## src/rtl/mem_readback_serializer.sv

```systemverilog
// Sweeps a block-RAM read address over an inclusive (possibly wrapping) range and serializes
// each word LSB-first onto a valid/ready stream with a running XOR checksum. Option: READBACK_PREFETCH_EN.
module mem_readback_serializer #(
    parameter int WID_MEM   = 256,
    parameter int DEPTH_MEM = 256,
    parameter int AW        = 8,
    parameter int OUT_W     = 32
) (
    input  logic               clk,
    input  logic               reset,
    input  logic               start,
    input  logic [AW-1:0]      first_addr,
    input  logic [AW-1:0]      last_addr,
    output logic [AW-1:0]      raddr,
    input  logic [WID_MEM-1:0] mem_dout,
    output logic [OUT_W-1:0]   m_data,
    output logic               m_valid,
    input  logic               m_ready,
    output logic               m_last,
    output logic               busy,
    output logic               done,
    output logic [OUT_W-1:0]   checksum
);

    localparam int BPW = WID_MEM / OUT_W;
    localparam int CW  = (BPW > 1) ? $clog2(BPW) : 1;
    localparam logic [CW-1:0] LAST_BEAT = CW'(BPW - 1);

    typedef enum logic [2:0] {IDLE, ISSUE, WAIT, SHIFT, DONE} state_t;
    state_t state_reg, state_next;

    logic [AW-1:0]      last_reg;
    logic [AW-1:0]      cur_reg;
    logic [WID_MEM-1:0] shift_reg;
    logic [CW-1:0]      beat_reg;
    logic               accept, last_beat, last_word, reload;
    logic               pf_issue, pf_ready, pf_pending;
    logic [WID_MEM-1:0] hold_word;

    function automatic logic [AW-1:0] addr_inc(input logic [AW-1:0] a);
        return (a == AW'(DEPTH_MEM - 1)) ? '0 : a + 1'b1;
    endfunction

    assign accept    = m_valid & m_ready;
    assign last_beat = (beat_reg == LAST_BEAT);
    assign last_word = (cur_reg == last_reg);
    assign m_data    = shift_reg[OUT_W-1:0];
    // Back-to-back continuation from already-fetched data of the next word
    assign reload    = (state_reg == SHIFT) && accept && last_beat && !last_word && pf_ready;

`ifdef READBACK_PREFETCH_EN
    logic [WID_MEM-1:0] hold_reg;
    logic               hold_valid_reg;
    logic [1:0]         pf_sr_reg;

    // Next word's read goes out as soon as beat 0 of the current word is taken
    assign pf_issue   = (state_reg == SHIFT) && accept && (beat_reg == '0) && !last_beat && !last_word;
    assign pf_ready   = hold_valid_reg | pf_sr_reg[1];
    assign pf_pending = pf_sr_reg[0];
    assign hold_word  = hold_valid_reg ? hold_reg : mem_dout;

    always_ff @(posedge clk or negedge reset) begin
        if (!reset) begin
            hold_reg       <= '0;
            hold_valid_reg <= 1'b0;
            pf_sr_reg      <= '0;
        end else begin
            pf_sr_reg <= {pf_sr_reg[0], pf_issue};
            if (reload || state_reg == WAIT) begin
                hold_valid_reg <= 1'b0;
            end else if (pf_sr_reg[1]) begin
                hold_reg       <= mem_dout;
                hold_valid_reg <= 1'b1;
            end
        end
    end
`else
    assign pf_issue   = 1'b0;
    assign pf_ready   = 1'b0;
    assign pf_pending = 1'b0;
    assign hold_word  = mem_dout;
`endif

    always_ff @(posedge clk or negedge reset) begin
        if (!reset) state_reg <= IDLE;
        else        state_reg <= state_next;
    end

    always_comb begin
        state_next = state_reg;
        case (state_reg)
            IDLE:  if (start) state_next = ISSUE;
            ISSUE: state_next = WAIT;
            WAIT:  state_next = SHIFT;
            SHIFT: begin
                if (accept && last_beat) begin
                    if (last_word)       state_next = DONE;
                    else if (pf_ready)   state_next = SHIFT;
                    else if (pf_pending) state_next = WAIT;
                    else                 state_next = ISSUE;
                end
            end
            DONE:    state_next = IDLE;
            default: state_next = IDLE;
        endcase
    end

    always_ff @(posedge clk or negedge reset) begin
        if (!reset) begin
            raddr     <= '0;
            last_reg  <= '0;
            cur_reg   <= '0;
            shift_reg <= '0;
            beat_reg  <= '0;
            m_valid   <= 1'b0;
            m_last    <= 1'b0;
            busy      <= 1'b0;
            done      <= 1'b0;
            checksum  <= '0;
        end else begin
            done <= 1'b0;
            case (state_reg)
                IDLE: begin
                    if (start) begin
                        raddr    <= first_addr;
                        last_reg <= last_addr;
                        checksum <= '0;
                        busy     <= 1'b1;
                    end
                end
                WAIT: begin
                    shift_reg <= mem_dout;
                    cur_reg   <= raddr;
                    beat_reg  <= '0;
                    m_valid   <= 1'b1;
                    m_last    <= (BPW == 1) && (raddr == last_reg);
                end
                SHIFT: begin
                    if (accept) begin
                        checksum <= checksum ^ m_data;
                        if (pf_issue) raddr <= addr_inc(raddr);
                        if (!last_beat) begin
                            shift_reg <= shift_reg >> OUT_W;
                            beat_reg  <= beat_reg + 1'b1;
                            m_last    <= last_word && (beat_reg == CW'(BPW - 2));
                        end else if (last_word) begin
                            m_valid <= 1'b0;
                            m_last  <= 1'b0;
                            busy    <= 1'b0;
                            done    <= 1'b1;
                        end else if (pf_ready) begin
                            shift_reg <= hold_word;
                            cur_reg   <= addr_inc(cur_reg);
                            beat_reg  <= '0;
                            m_last    <= (BPW == 1) && (addr_inc(cur_reg) == last_reg);
                        end else begin
                            m_valid <= 1'b0;
                            // A pending prefetch has already moved raddr on
                            if (!pf_pending) raddr <= addr_inc(raddr);
                        end
                    end
                end
                default: ;
            endcase
        end
    end

endmodule
```

## config.mk

```make
export PLATFORM = sky130hd
export DESIGN_NAME = mem_readback_serializer
export DESIGN_NICKNAME = d
export VERILOG_FILES = /design/src/rtl/mem_readback_serializer.sv
export SDC_FILE = /design/constraint.sdc
export NUM_CORES = 1
export LEC_CHECK = 0
export ABC_AREA = 1
export CAP_MARGIN = 0
export CORE_ASPECT_RATIO = 1.5
export CORE_MARGIN = 2
export CORE_UTILIZATION = 45
export DETAILED_ROUTE_END_ITERATION = 6
export PLACE_DENSITY_LB_ADDON = 0.25
export SETUP_SLACK_MARGIN = 0.02
export SLEW_MARGIN = 25
export SYNTH_ARGS = -nofsm -noshare
export SYNTH_HDL_FRONTEND = slang
export SYNTH_SLANG_ARGS = --single-unit
```

## constraint.sdc

```tcl
create_clock -name clk -period 2 [get_ports clk]
set_clock_uncertainty 0.05 [all_clocks]
set_input_delay 0.5 -clock clk [delete_from_list [all_inputs] [get_ports clk]]
set_output_delay 0.5 -clock clk [all_outputs]
set_load 0.02 [all_outputs]
```

# ---- After elaboration in Yosys (flattened, before gate mapping)
# Cells that the tools add are included.
dict set report word_totals {
  elab_cells 77
  mem_bits_rw 0
  latch_bits 0
  rom_bits 0
  in_bits 276
  mem_count 0
  register_bits 322
}
dict set report classes {
  n_reduce_logical 13
  div_mod_pow 0
  n_mul 0
  n_shift 0
  addsub 2
  magnitude_cmp 0
  n_mux 34
  n_eq_ne 15
  bitwise 2
}
# op count
set ops {}
lappend ops {{two-way mux 256 bit} 2}
lappend ops {{case mux 256 bit (2 select lines)} 1}
lappend ops {{two-way mux 32 bit} 2}
lappend ops {{case mux 32 bit (2 select lines)} 1}
lappend ops {{two-way mux 8 bit} 5}
lappend ops {{bitwise XOR 32 bit} 1}
lappend ops {{case mux 8 bit (2 select lines)} 1}
lappend ops {{two-way mux 3 bit} 5}
lappend ops {{two-way mux 1 bit} 12}
lappend ops {{!= test 2 bit (second input constant)} 6}
lappend ops {{case mux 3 bit (4 select lines)} 1}
lappend ops {{AND reduction 3 bit} 4}
lappend ops {{AND reduction 5 bit} 2}
lappend ops {{adder 8 x 1 -> 8 bit (second input constant)} 1}
lappend ops {{equality test 8 bit} 1}
lappend ops {{equality test 8 bit (second input constant)} 1}
lappend ops {{equality test 3 x 2 -> 1 bit (second input constant)} 2}
lappend ops {{equality test 3 bit (second input constant)} 2}
lappend ops {{case mux 1 bit (2 select lines)} 3}
lappend ops {{case mux 3 bit (2 select lines)} 1}
lappend ops {{AND reduction 2 bit} 2}
lappend ops {{nonzero test 2 bit} 2}
lappend ops {{adder 3 x 1 -> 3 bit (second input constant)} 1}
lappend ops {{equality test 3 x 1 -> 1 bit (second input constant)} 1}
lappend ops {{5 further kinds} 6}

# ---- Logic depth before layout (Yosys ltp)
dict set report depth {
  ltp_word 6
  depth_mapped 10
}

# ---- Worst setup path after synthesis
# OpenSTA, ideal clock, no wires.
dict set report synth_timing {
  path_kind {flip-flop to flip-flop}
  from {reg beat_reg[1]}
  to {reg raddr[7]}
  path_stages_with_launch 10
  setup_time_ns 0.118
  slack_ns 0.261
  t_arrival_ns 1.571
  path_cell_list {dfrtp_1 -> ha_1 -> ha_1 -> nand3_1 -> nand2_1 -> nand2_1 -> a21oi_2 -> nand2_1 -> nand2_1 -> nand2_1}
}
dict set report synth_via {
  elab_chain_len 3
}
# item line_no
set synth_lines {}
lappend synth_lines {{from (decl)} 35} ;# logic [CW-1:0] beat_reg;
lappend synth_lines {{from (signal assigned)} 144} ;# beat_reg <= beat_reg + 1'b1;
lappend synth_lines {{equality test 3 bit} 45} ;# assign last_beat = (beat_reg == LAST_BEAT);
lappend synth_lines {{!= test 2 bit (no line)} -}
lappend synth_lines {{AND reduction 5 bit (no line)} -}
lappend synth_lines {{to (signal assigned)} 125} ;# raddr <= first_addr;
lappend synth_lines {{to (signal assigned)} 141} ;# if (pf_issue) raddr <= addr_inc(raddr);
lappend synth_lines {{to (signal assigned)} 159} ;# if (!pf_pending) raddr <= addr_inc(raddr);
lappend synth_lines {{to (decl)} 14} ;# output logic [AW-1:0] raddr,
# Every way passes these cells.
# A chain may end at the register's enable or synchronous reset.

# ---- Worst setup path in the final report
dict set report layout_timing {
  from {reg raddr[6]}
  to {out raddr[6]}
}
# No word-level cell between the ends.

==> flow_summary.yaml <==
run_status:
  status: "finished, final reports clean"
route:
  firstDrtPassIters: 5
  via_count: 12886
  routedWlPerCell_um: 16.19
  wl_um: 40820
  dr.first_iter.drc_count: 736
  drtAntennaViolNets: 0
  viasPerCell: 5.109
  drc: 0
timing:
  relSlewSlack_pct: 59.86
  fmax_mhz: 520.0
  post-route-min-period_ns: 1.923
  layout_setup_ws_ns: 0.07686
  worst_slew_pin_slew_ns: 0.6022
  report.final.slew_viol_count: 0
  period_share_pct: 96.16
  hold_violations: 0
  rsz0062_at_grt: "yes"
  setup_viol: 0
global_routing:
  gr-total-overflow: 0
  antenna_found_initial: 7
  grt_first_pass_wirelength_um: 64480
  grt_max_degree: 95
  grtUsageTotal_pct: 22.61
  grt_pass1_vias: 12513
cells_and_area:
  area_growth_pct: 34.36
  drive_gt1_share_pct: 7.007
  num-nets-final: 2357
  fin_cells: 2522
  largest_reg_flops: 256
power_and_ir_drop:
  vdd_drop_max_uv: 905.4
  pwr_density_cell_mw_per_mm2: 1626
  leakage_nw: 9.254
synthesis:
  yosysWarnings: 0
  ys_types: 28
  synth_area_leaders: "dfrtp_1, nand2_1, o21ai_0"
  ys.flop_type: "dfrtp_1"
  async_reset_ff_share_pct: 100.0
  synthCells: 1764
  synth_edf_count: 0
  synth_area_mm2: 0.01518
  synth_top_cell_by_area: "dfrtp_1"
  synth-seq-cells: 322
  yosysMostFrequentCell: "nand2_1"
  ys_top_cells_by_count: "nand2_1, dfrtp_1, o21ai_0, inv_1, o211ai_1"
  postSynthAreaPerCell_um2: 8.605
  synth.top_cell.area_share_pct: 53.08
  ys_seq_area_share_pct: 53.08
  synthesis.nets: 2044
clock_tree:
  cts_tree: "yes"
  clkLatencyLatePin_ns: 0.57
  clockBufferDepth: 3
  clk_pin_slew_ns: 0.06
  cts_sinks: 322
  cts_buffers: 31
  root_buffer: "clkbuf_16"
  h-tree-depth: 1
setup_path:
  crit_buf_inv: 1
  critPathTopFamily: "flip-flops"
  cpMaxStageDelayCell: "dfrtp_1"
  crit_chain: "dlygate4sd2_1"
  crit_arrival_ns: 1.37
  crit_fanout: 6
  startpoint_type: "flop"
  critical_path_class: "flop to output pin"
  slowest_delay_ns: 0.44
  required_ns: 1.45
  critPathCaptureType: "output pin"
floorplan:
  core_mm2: 0.03334
  die_h_um: 228.9
  die_area_mm2: 0.03525
  start_util_pct: 45.52
  io_pins: 352
  fp-row-count: 82
  die_w_um: 154.0
placement:
  placed_cells: 2460
  dpl.hpwl_um: 29690
  io_buffers: 351
  finalWeightedCongestion: 0.8224
  pre_cts_slack_ns: -0.1713
flow_run:
  maxCapViolations: 0
worst_hold_path:
  min_path_type: "primary input to asynchronous set/reset pin"
## cells in the final DEF, fill, tap and decap left out, types with 33 or more instances in the layout
master             n
nand2_1          421
dfrtp_1          320
clkdlybuf4s50_1  274
o21ai_0          246
inv_1            211
o211ai_1         160
dlygate4sd2_1     74
nand3_1           53
buf_4             53
nor2_1            44
xnor2_1           37
o31ai_1           33
clkbuf_16         33
## per-layer routing
metal / track usage [%] / share of wire, % / vias up
li1: - / - / 6424
met1: 28.16 / 41 / 6013
met2: 38.90 / 50 / 351
met3: 4.190 / 5.8 / 92
met4: 8.820 / 3.6 / 6
met5: 0 / 0.083 / -
## stage by stage
step | util, % | setup TNS [ns] | area (um2) | total power [mW] | hold WS [ns]
after floorplan | - | 0 | 15180 | 22.01 | 0.1544
after CTS | 60.88 | 0 | 20300 | 33.17 | 0.2638
after detailed placement | 58.10 | -22.94 | 19370 | 27.54 | 0.2778
final | 61.16 | 0 | 20390 | 33.16 | 0.2889
after global routing | 61.16 | 0 | 20390 | 35.90 | 0.2812
after global placement | 58.10 | -20.29 | 19370 | 26.94 | 0.2786
## final timing paths
path,endpoint,startpoint,slack [ns],cells past startpoint
setup / recovery,raddr[6],raddr[6]$_DFFE_PN0P_,0.08,1
hold / removal,shift_reg[186]$_DFFE_PN0P_,reset,0.29,2
setup reg to reg,shift_reg[134]$_DFFE_PN0P_,beat_reg[1]$_DFFE_PN0P_,0.14,9
hold reg to reg,busy$_DFFE_PN0P_,busy$_DFFE_PN0P_,0.43,2
max in group asynchronous,state_reg[2]$_DFFE_PN0P_,reset,0.76,3
min in group clk,busy$_DFFE_PN0P_,busy$_DFFE_PN0P_,0.43,2
## area by class of cell
class                      count  area, um2
antenna                        4      10.01
clock inverter                10      128.9
inverter                     214      810.8
multi-input combinational   1073       5524
sequential                   322       8060
clock buffer                  44      884.6
fill                        2842      12950
timing repair buffer         435       4451
tap                          420      525.5
## report_power, final
group	total (mW)	switching, mW	internal (mW)	leakage (nW)
combinational	16.1	9.60	6.54	4.78
clock	5.93	2.49	3.44	0.504
sequential	11.1	1.44	9.65	3.97
## timing repair
action                                  in CTS  in global routing
buffers inserted                             0                  1
hold endpoints to repair                    38                  0
endpoints found under the setup margin      76                 76
hold buffers                                 1                  0
gates cloned                                 0                  2
gates resized for setup                     76                  8
## cells by family after synthesis
logic type               after synthesis  synth area share (%)
AO/OA/AOI/OAI                        502                 20.05
XOR/XNOR                              38                 2.193
adder cells (fa/ha/maj)                4                0.3297
AND/OR/NAND/NOR                      527                 13.64
buffers and inverters                369                 10.56
multiplexers                           2                0.1484
flip-flops                           322                 53.08
(Power assumes the default switching activity.)
